File: src/rtl/mem_access.sv
// mem_access: MEM pipeline stage with a simple req/ack bus master.
// Non-memory ops pass straight through to MEM/WB. Loads and stores stall the
// pipeline while a single bus transaction runs (IDLE -> BUSY -> DONE).
// Optional feature: define MISALIGN_CHECK_EN to reject misaligned half/word
// accesses with a mem_err pulse instead of issuing them.
module mem_access #(
  parameter int BUS_TIMEOUT = 255
) (
  input  logic        clk,
  input  logic        rst,
  input  logic [4:0]  mem_reg_waddr,
  input  logic        mem_we,
  input  logic [31:0] mem_reg_wdata,
  input  logic [3:0]  mem_op,
  input  logic [31:0] mem_sdata,
  input  logic [5:0]  stall,
  output logic [4:0]  wb_reg_waddr,
  output logic        wb_we,
  output logic [31:0] wb_reg_wdata,
  output logic        stallreq_mem,
  output logic        bus_req,
  output logic        bus_we,
  output logic [31:0] bus_addr,
  output logic [3:0]  bus_sel,
  output logic [31:0] bus_wdata,
  input  logic [31:0] bus_rdata,
  input  logic        bus_ack,
  output logic        mem_err
);
  localparam int CW = (BUS_TIMEOUT < 2) ? 1 : $clog2(BUS_TIMEOUT + 1);

  typedef enum logic [1:0] {IDLE, BUSY, DONE} state_t;

  state_t      state_q, state_d;
  logic        bus_req_q, bus_req_d, bus_we_q, bus_we_d;
  logic [31:0] bus_addr_q, bus_addr_d, bus_wdata_q, bus_wdata_d;
  logic [3:0]  bus_sel_q, bus_sel_d;
  logic [31:0] result_q, result_d;
  logic [CW-1:0] cnt_q, cnt_d;
  logic        mem_err_q, mem_err_d;
  // per-transaction context kept for lane extraction and the DONE write-back
  logic        ld_q, ld_d, err_q, err_d, uns_q, uns_d;
  logic [1:0]  size_q, size_d, off_q, off_d;

  logic        is_ld, is_st, is_mem, misal;
  logic [1:0]  sz;
  logic [3:0]  sel_c;
  logic [31:0] wdata_c, ld_ext;
  logic [7:0]  lane_b;
  logic [15:0] lane_h;

  // only the MEM/WB hold bit matters to this stage
  logic unused_stall;
  assign unused_stall = ^{stall[5], stall[3:0]};

  // opcode decode, byte-lane select and store-data replication
  always_comb begin
    is_ld  = mem_op[3];
    is_st  = mem_op[2] & ~mem_op[3];
    is_mem = is_ld | is_st;
    sz     = mem_op[1:0];
    case (sz)
      2'd0: begin
        sel_c   = 4'b0001 << mem_reg_wdata[1:0];
        wdata_c = {4{mem_sdata[7:0]}};
      end
      2'd1: begin
        // halves pick their lane from addr[1] only
        sel_c   = mem_reg_wdata[1] ? 4'b1100 : 4'b0011;
        wdata_c = {2{mem_sdata[15:0]}};
      end
      default: begin
        sel_c   = 4'b1111;
        wdata_c = mem_sdata;
      end
    endcase
`ifdef MISALIGN_CHECK_EN
    misal = ((sz == 2'd1) && mem_reg_wdata[0]) ||
            (sz[1] && (mem_reg_wdata[1:0] != 2'b00));
`else
    misal = 1'b0;
`endif
  end

  // pull the addressed lane out of the read word and extend it
  always_comb begin
    case (off_q)
      2'd0:    lane_b = bus_rdata[7:0];
      2'd1:    lane_b = bus_rdata[15:8];
      2'd2:    lane_b = bus_rdata[23:16];
      default: lane_b = bus_rdata[31:24];
    endcase
    lane_h = off_q[1] ? bus_rdata[31:16] : bus_rdata[15:0];
    case (size_q)
      2'd0:    ld_ext = uns_q ? {24'b0, lane_b} : {{24{lane_b[7]}}, lane_b};
      2'd1:    ld_ext = uns_q ? {16'b0, lane_h} : {{16{lane_h[15]}}, lane_h};
      default: ld_ext = bus_rdata;
    endcase
  end

  // next-state, bus register updates and MEM/WB outputs
  always_comb begin
    state_d      = state_q;
    bus_req_d    = bus_req_q;
    bus_we_d     = bus_we_q;
    bus_addr_d   = bus_addr_q;
    bus_sel_d    = bus_sel_q;
    bus_wdata_d  = bus_wdata_q;
    result_d     = result_q;
    cnt_d        = cnt_q;
    mem_err_d    = 1'b0;
    ld_d         = ld_q;
    err_d        = err_q;
    uns_d        = uns_q;
    size_d       = size_q;
    off_d        = off_q;
    wb_reg_waddr = mem_reg_waddr;
    wb_we        = mem_we;
    wb_reg_wdata = mem_reg_wdata;
    stallreq_mem = 1'b0;
    case (state_q)
      IDLE: begin
        if (is_mem) begin
          stallreq_mem = 1'b1;
          wb_we        = 1'b0;
          wb_reg_wdata = 32'b0;
          ld_d         = is_ld;
          uns_d        = is_ld & mem_op[2];
          size_d       = sz;
          off_d        = mem_reg_wdata[1:0];
          cnt_d        = '0;
          err_d        = 1'b0;
          if (misal) begin
            mem_err_d = 1'b1;
            err_d     = 1'b1;
            state_d   = DONE;
          end else begin
            bus_req_d   = 1'b1;
            bus_we_d    = is_st;
            bus_addr_d  = {mem_reg_wdata[31:2], 2'b00};
            bus_sel_d   = sel_c;
            bus_wdata_d = wdata_c;
            state_d     = BUSY;
          end
        end
      end
      BUSY: begin
        stallreq_mem = 1'b1;
        wb_we        = 1'b0;
        wb_reg_wdata = 32'b0;
        cnt_d        = cnt_q + 1'b1;
        // an ack in the same cycle as the timeout still completes the access
        if (bus_ack) begin
          bus_req_d = 1'b0;
          if (ld_q) result_d = ld_ext;
          state_d = DONE;
        end else if (cnt_q == CW'(BUS_TIMEOUT - 1)) begin
          bus_req_d = 1'b0;
          mem_err_d = 1'b1;
          err_d     = 1'b1;
          state_d   = DONE;
        end
      end
      DONE: begin
        wb_we        = mem_we & ld_q & ~err_q;
        wb_reg_wdata = (ld_q && !err_q) ? result_q : 32'b0;
        if (!stall[4]) state_d = IDLE;
      end
      default: state_d = IDLE;
    endcase
  end

  // state and bus registers, cleared asynchronously
  always_ff @(posedge clk or negedge rst) begin
    if (!rst) begin
      state_q     <= IDLE;
      bus_req_q   <= 1'b0;
      bus_we_q    <= 1'b0;
      bus_addr_q  <= 32'b0;
      bus_sel_q   <= 4'b0;
      bus_wdata_q <= 32'b0;
      result_q    <= 32'b0;
      cnt_q       <= '0;
      mem_err_q   <= 1'b0;
      ld_q        <= 1'b0;
      err_q       <= 1'b0;
      uns_q       <= 1'b0;
      size_q      <= 2'b0;
      off_q       <= 2'b0;
    end else begin
      state_q     <= state_d;
      bus_req_q   <= bus_req_d;
      bus_we_q    <= bus_we_d;
      bus_addr_q  <= bus_addr_d;
      bus_sel_q   <= bus_sel_d;
      bus_wdata_q <= bus_wdata_d;
      result_q    <= result_d;
      cnt_q       <= cnt_d;
      mem_err_q   <= mem_err_d;
      ld_q        <= ld_d;
      err_q       <= err_d;
      uns_q       <= uns_d;
      size_q      <= size_d;
      off_q       <= off_d;
    end
  end

  assign bus_req   = bus_req_q;
  assign bus_we    = bus_we_q;
  assign bus_addr  = bus_addr_q;
  assign bus_sel   = bus_sel_q;
  assign bus_wdata = bus_wdata_q;
  assign mem_err   = mem_err_q;
endmodule

File: config.mk
export PLATFORM = sky130hd
export DESIGN_NAME = mem_access
export DESIGN_NICKNAME = d
export VERILOG_FILES = /design/src/rtl/mem_access.sv
export SDC_FILE = /design/constraint.sdc
export NUM_CORES = 1
export LEC_CHECK = 0
export CELL_PAD_IN_SITES_DETAIL_PLACEMENT = 1
export CELL_PAD_IN_SITES_GLOBAL_PLACEMENT = 2
export CORE_UTILIZATION = 28
export CTS_CLUSTER_DIAMETER = 60
export DETAILED_ROUTE_END_ITERATION = 10
export GPL_ROUTABILITY_DRIVEN = 0
export PLACE_DENSITY_LB_ADDON = 0.15
export SLEW_MARGIN = 15
export SYNTH_ARGS = -nofsm -noshare
export SYNTH_HDL_FRONTEND = slang
export SYNTH_SLANG_ARGS = --single-unit
File: constraint.sdc
create_clock -name clk -period 2.9 [get_ports clk]
set_input_delay 0.58 -clock clk [delete_from_list [all_inputs] [get_ports clk]]
set_output_delay 0.58 -clock clk [all_outputs]
set_load 0.01 [all_outputs]
; Word-level counts from Yosys, hierarchy flattened
; Index checks and enable logic that the tools add are counted.
[word_totals]
ff_bits = 118
[op_classes]
n_eq_ne = 12
reduce_logical = 13
muxes = 33
addsub = 1
shift = 1
bitwise_logic = 7
[op_table]
columns = operator, count
row1 = two-way mux 32 bit, 4
row2 = case mux 32 bit (2 select lines), 2
row3 = case mux 32 bit (3 select lines), 1
row4 = case mux 8 bit (3 select lines), 1
row5 = two-way mux 16 bit, 1
row6 = case mux 8 bit (2 select lines), 1
row7 = two-way mux 1 bit, 11
row8 = AND reduction 3 bit, 3
row9 = "adder 8 x 1 -> 8 bit, second input constant", 1
row10 = "equality test 2 x 1 -> 1 bit, second input constant", 4
row11 = "equality test 8 bit, second input constant", 1
row12 = zero test 2 bit, 4
row13 = two-way mux 2 bit, 4
row14 = two-way mux 8 bit, 1
row15 = "!= test 2 bit, second input constant", 4
row16 = case mux 4 bit (2 select lines), 1
row17 = case mux 1 bit (2 select lines), 3
row18 = case mux 2 bit (3 select lines), 1
row19 = AND 1 bit, 4
row20 = "equality test 2 bit, second input constant", 2
row21 = two-way mux 4 bit, 1
row22 = AND reduction 2 bit, 2
row23 = AND reduction 4 bit, 1
row24 = "<< shifter 1 x 2 -> 4 bit, first input constant", 1
row25 = 7 further kinds, 8

; Depth between registers and ports, before layout
; Gate-level depths: netlist (run 1).
[logic_depth]
word_depth = 5
mapped_depth = 7

; Worst setup path before layout (run 1)
; No wires, ideal clock.
[synth_timing]
kind = input to output
from = in mem_op[2]
to = out wb_reg_wdata[10]
arrival_time_ps = 1371
path_buffers = 2
required_ps = 2320
slack_ps = 949
stages = 5
cell_sequence = nor2_1 -> a21bo_2 -> clkbuf_1 -> buf_2 -> a22o_1
[synth_between]
elab_chain_cells = 4
[synth_lines]
columns = element, line_no
row1 = "start, declared", 14  ; input logic [3:0] mem_op,
row2 = AND 1 bit, 59  ; is_st = mem_op[2] & ~mem_op[3];
row3 = OR 1 bit, 60  ; is_mem = is_ld | is_st;
row4 = two-way mux 32 bit, 123  ; if (is_mem) begin
row5 = case mux 32 bit (3 select lines), 121  ; case (state_q)
row6 = "end, declared", 19  ; output logic [31:0] wb_reg_wdata,
; Every way passes these cells.

; Final worst setup path (run 1)
[layout_timing]
from = in mem_op[2]
to = out wb_reg_wdata[0]
; Same word-level chain as after synthesis.

==> flow_summary_export.csv, run 1 <==
group,metric,value,unit
outcome,outcome,"finished, final reports clean",
timing,max_slew_margin,38.1,%
pwr,p_leak,0.00367,uW
timing,finalHoldViolations,0,
clocking,cts_buffers,17,
clocking,path_clk_slew,50,ps
die,dieHeight,146,um
final_layout,stdcell_count,1025,
clocking,insertion_delay,420,ps
synth,synth_cell_types,49,
synth,yosysTopAreaCell,"dfrtp_1",
global_route,overflow,0,
synth,synth_seq_area_share,51.2,%
timing,setup_viol,0,
drt,postRouteAntennaNets,0,
final_layout,finalInstanceArea,8760,sq um
pwr,finalPower,9580,uW
critical_path,required,2320,ps
die,die_area,21200,sq um
global_route,grt_pass1_vias,5340,
synth,synth-adder-area-share,0.434,%
global_route,antenna_found_initial,1,
clocking,cts.htree.levels,4,
timing,period_share,98.1,%
synth,synth_compound_area_share,17.9,%
pwr,power_density,1090,nW/um^2
critical_path,cp_max_fo,17,
timing,hold_slack,69.5,ps
critical_path,crit_arrival,2260,ps
synth,ys.flop_type,"dfrtp_1",
global_route,grt_use_total,18.9,%
die,io-pin-count,225,
clocking,clock_sinks,118,
synth,synth_area_leaders,"dfrtp_1 51%, mux2_2 8.0%, mux2i_1 6.2%, a22o_1 5.0%, nand2_1 3.7%",
synth,synthMuxAreaShare,14.2,%
drt,totalWireLength,19.4,mm
clocking,cts_root_buffer,"clkbuf_16",
worst_hold_path,hold_path.class,"in2async",
final_layout,nets,859,
global_route,grt_start_max_net_pins,109,
drt,vias,4951,
global_route,grt_pass1_wl,30.8,mm
place,post_dp_cell_area,8110,sq um
drt,dr.pass1.iters,4,
synth,yosys-top-cells-count,"118 x dfrtp_1, 57 x nand2_1, 46 x nor2_1",
synth,synth_xor_area_share,0,%
synth,yosysWarnings,0,
final_layout,drive_gt1_share,14.4,%
die,rows,52,
critical_path,crit_type,"in2out",
timing,skew,9.23,ps
clocking,clockBufferDepth,2,
synth,synth_edf_count,0,
die,initial_core_util,28.5,%
place,dpl_worst_slack,37.0,ps
place,io_buffers,207,
synth,synth_top_cell_area_share,51.2,%
timing,min_period,2840,ps
drt,vias_per_cell,4.83,
run,cap_violations,0,
synth,synth_top_family_by_area,"compound AO/OA/AOI/OAI gates",
timing,fin_ws,55.6,ps
synth,async_flop_share,100,%
place,dp_hpwl,14.0,mm
synth,synth_area_per_cell,10.6,sq um
synth,syn-cell-area,5770,sq um
critical_path,cp-start-kind,"input port",
final_layout,diodes,0,
pwr,ir_worst_vdd,0.634,mV
synth,synth.most_common_cell,"dfrtp_1",
drt,wl_per_cell,18.9,um
clocking,postCtsSetupBuffers,0,
drt,drt_first_iter_violations,183,
synth,synth_cells,543,
die,core,20200,sq um
synth,synth_simple_gate_area_share,11.8,%
timing,slew_viol_final,0,
die,die_x,146,um
timing,worstMarginPinSlew,929,ps
critical_path,end_kind,"primary output",
drt,remaining_drc_errors,0,
place,dp_cells,992,
clocking,cts_tree,"yes",
timing,max_freq,352,MHz
final_layout,area_growth,51.7,%
synth,ys_ff_latch,118,
final cells by class:
cell class                      instances  area, sq um
Inverter                                4         15.0
Sequential cell                       118         2950
Timing Repair Buffer                  223         2250
Multi-Input combinational cell        378         2590
Tap cell                              270          338
Clock buffer                           23          488
Clock inverter                          9          123
Fill cell                            2182        11500
cells in the final DEF (no fill, tap or decap), types with 3 or more instances in the layout:
master	instances
buf_12	3
mux2_2	41
a221oi_1	9
clkinv_2	5
nor3b_1	7
bufinv_16	3
nor2_1	45
and2_1	6
o21ai_1	3
a22o_1	33
mux2i_1	36
clkbuf_16	18
buf_4	11
a31oi_1	8
inv_1	3
a21oi_2	10
clkdlybuf4s50_1	205
nand3_1	5
nand2b_1	5
nor2_2	3
o21ai_0	39
a2bb2oi_1	6
nand2_1	57
a21oi_1	34
clkbuf_8	4
dfrtp_1	118
path summary, 6_finish.rpt:
kind / from / end / slack, ps / cells past startpoint
max in group asynchronous: rst / result_q[31] / 2110 / 2
min in group clk: err_q / err_q / 480 / 1
min: rst / bus_addr[19] / 70 / 1
max: mem_op[2] / wb_reg_wdata[0] / 60 / 6
min reg2reg: err_q / err_q / 480 / 1
max reg2reg: size_q[0] / result_q[5] / 950 / 4
per-layer routing:
| metal | wire (um) | up-vias | global-route usage, % |
|---|---|---|---|
| li1 | - | 2341 | - |
| met1 | 8650 | 2449 | 23.7 |
| met2 | 9470 | 142 | 31.5 |
| met3 | 990 | 17 | 5.61 |
| met4 | 241 | 2 | 5.05 |
| met5 | 17 | - | 0 |
repair_timing:
item                       in CTS  in global routing
resized for setup               0                  4
setup endpoints to repair       0                 32
hold buffers                    0                  0
flip-flops by register name, indices dropped and copies added (netlist names):
name,flops
state_q,2
uns_q,1
bus_wdata,32
ld_q,1
off_q,2
err_q,1
bus_sel,4
bus_we,1
result_q,32
size_q,2
cnt_q,8
bus_req,1
mem_err,1
bus_addr,30
where the power goes:
part / total (uW) / internal (uW) / switching (uW) / leakage (uW)
combinational: 4390 / 2350 / 2040 / 0.00197
sequential: 3010 / 2440 / 565 / 0.00140
clock: 2180 / 1430 / 748 / 0.000303
critical path, stage by stage:
cell and delay, ps:
clkdlybuf4s50_1 460, nor2_2 170, a21bo_4 190, buf_12 160, a22o_1 160, clkdlybuf4s50_1 540
metrics by stage:
stage	util [%]	TNS, ps
2_1_floorplan	-	0
3_3_place_gp	40.1	0
3_5_place_dp	40.1	0
4_1_cts	43.1	0
5_1_grt	43.3	-2.62
6_report	43.3	0
cell families (layout without fill, tap and decap cells):
logic type,Yosys count,in the layout
muxes,77,77
buffers and inverters,48,259
and+or+nand+nor,145,145
DFF,118,118
adders and majority gates,2,2
other,1,2
AOI/OAI and AO/OA,152,152
Note: power is estimated with default switching activity, not from simulation.
==> run 2: changes to the inputs <==
- SLEW_MARGIN: 15 -> not set
==> results of run 2 <==
Same layout as run 1: the final DEF is identical, and so are final timing and power.
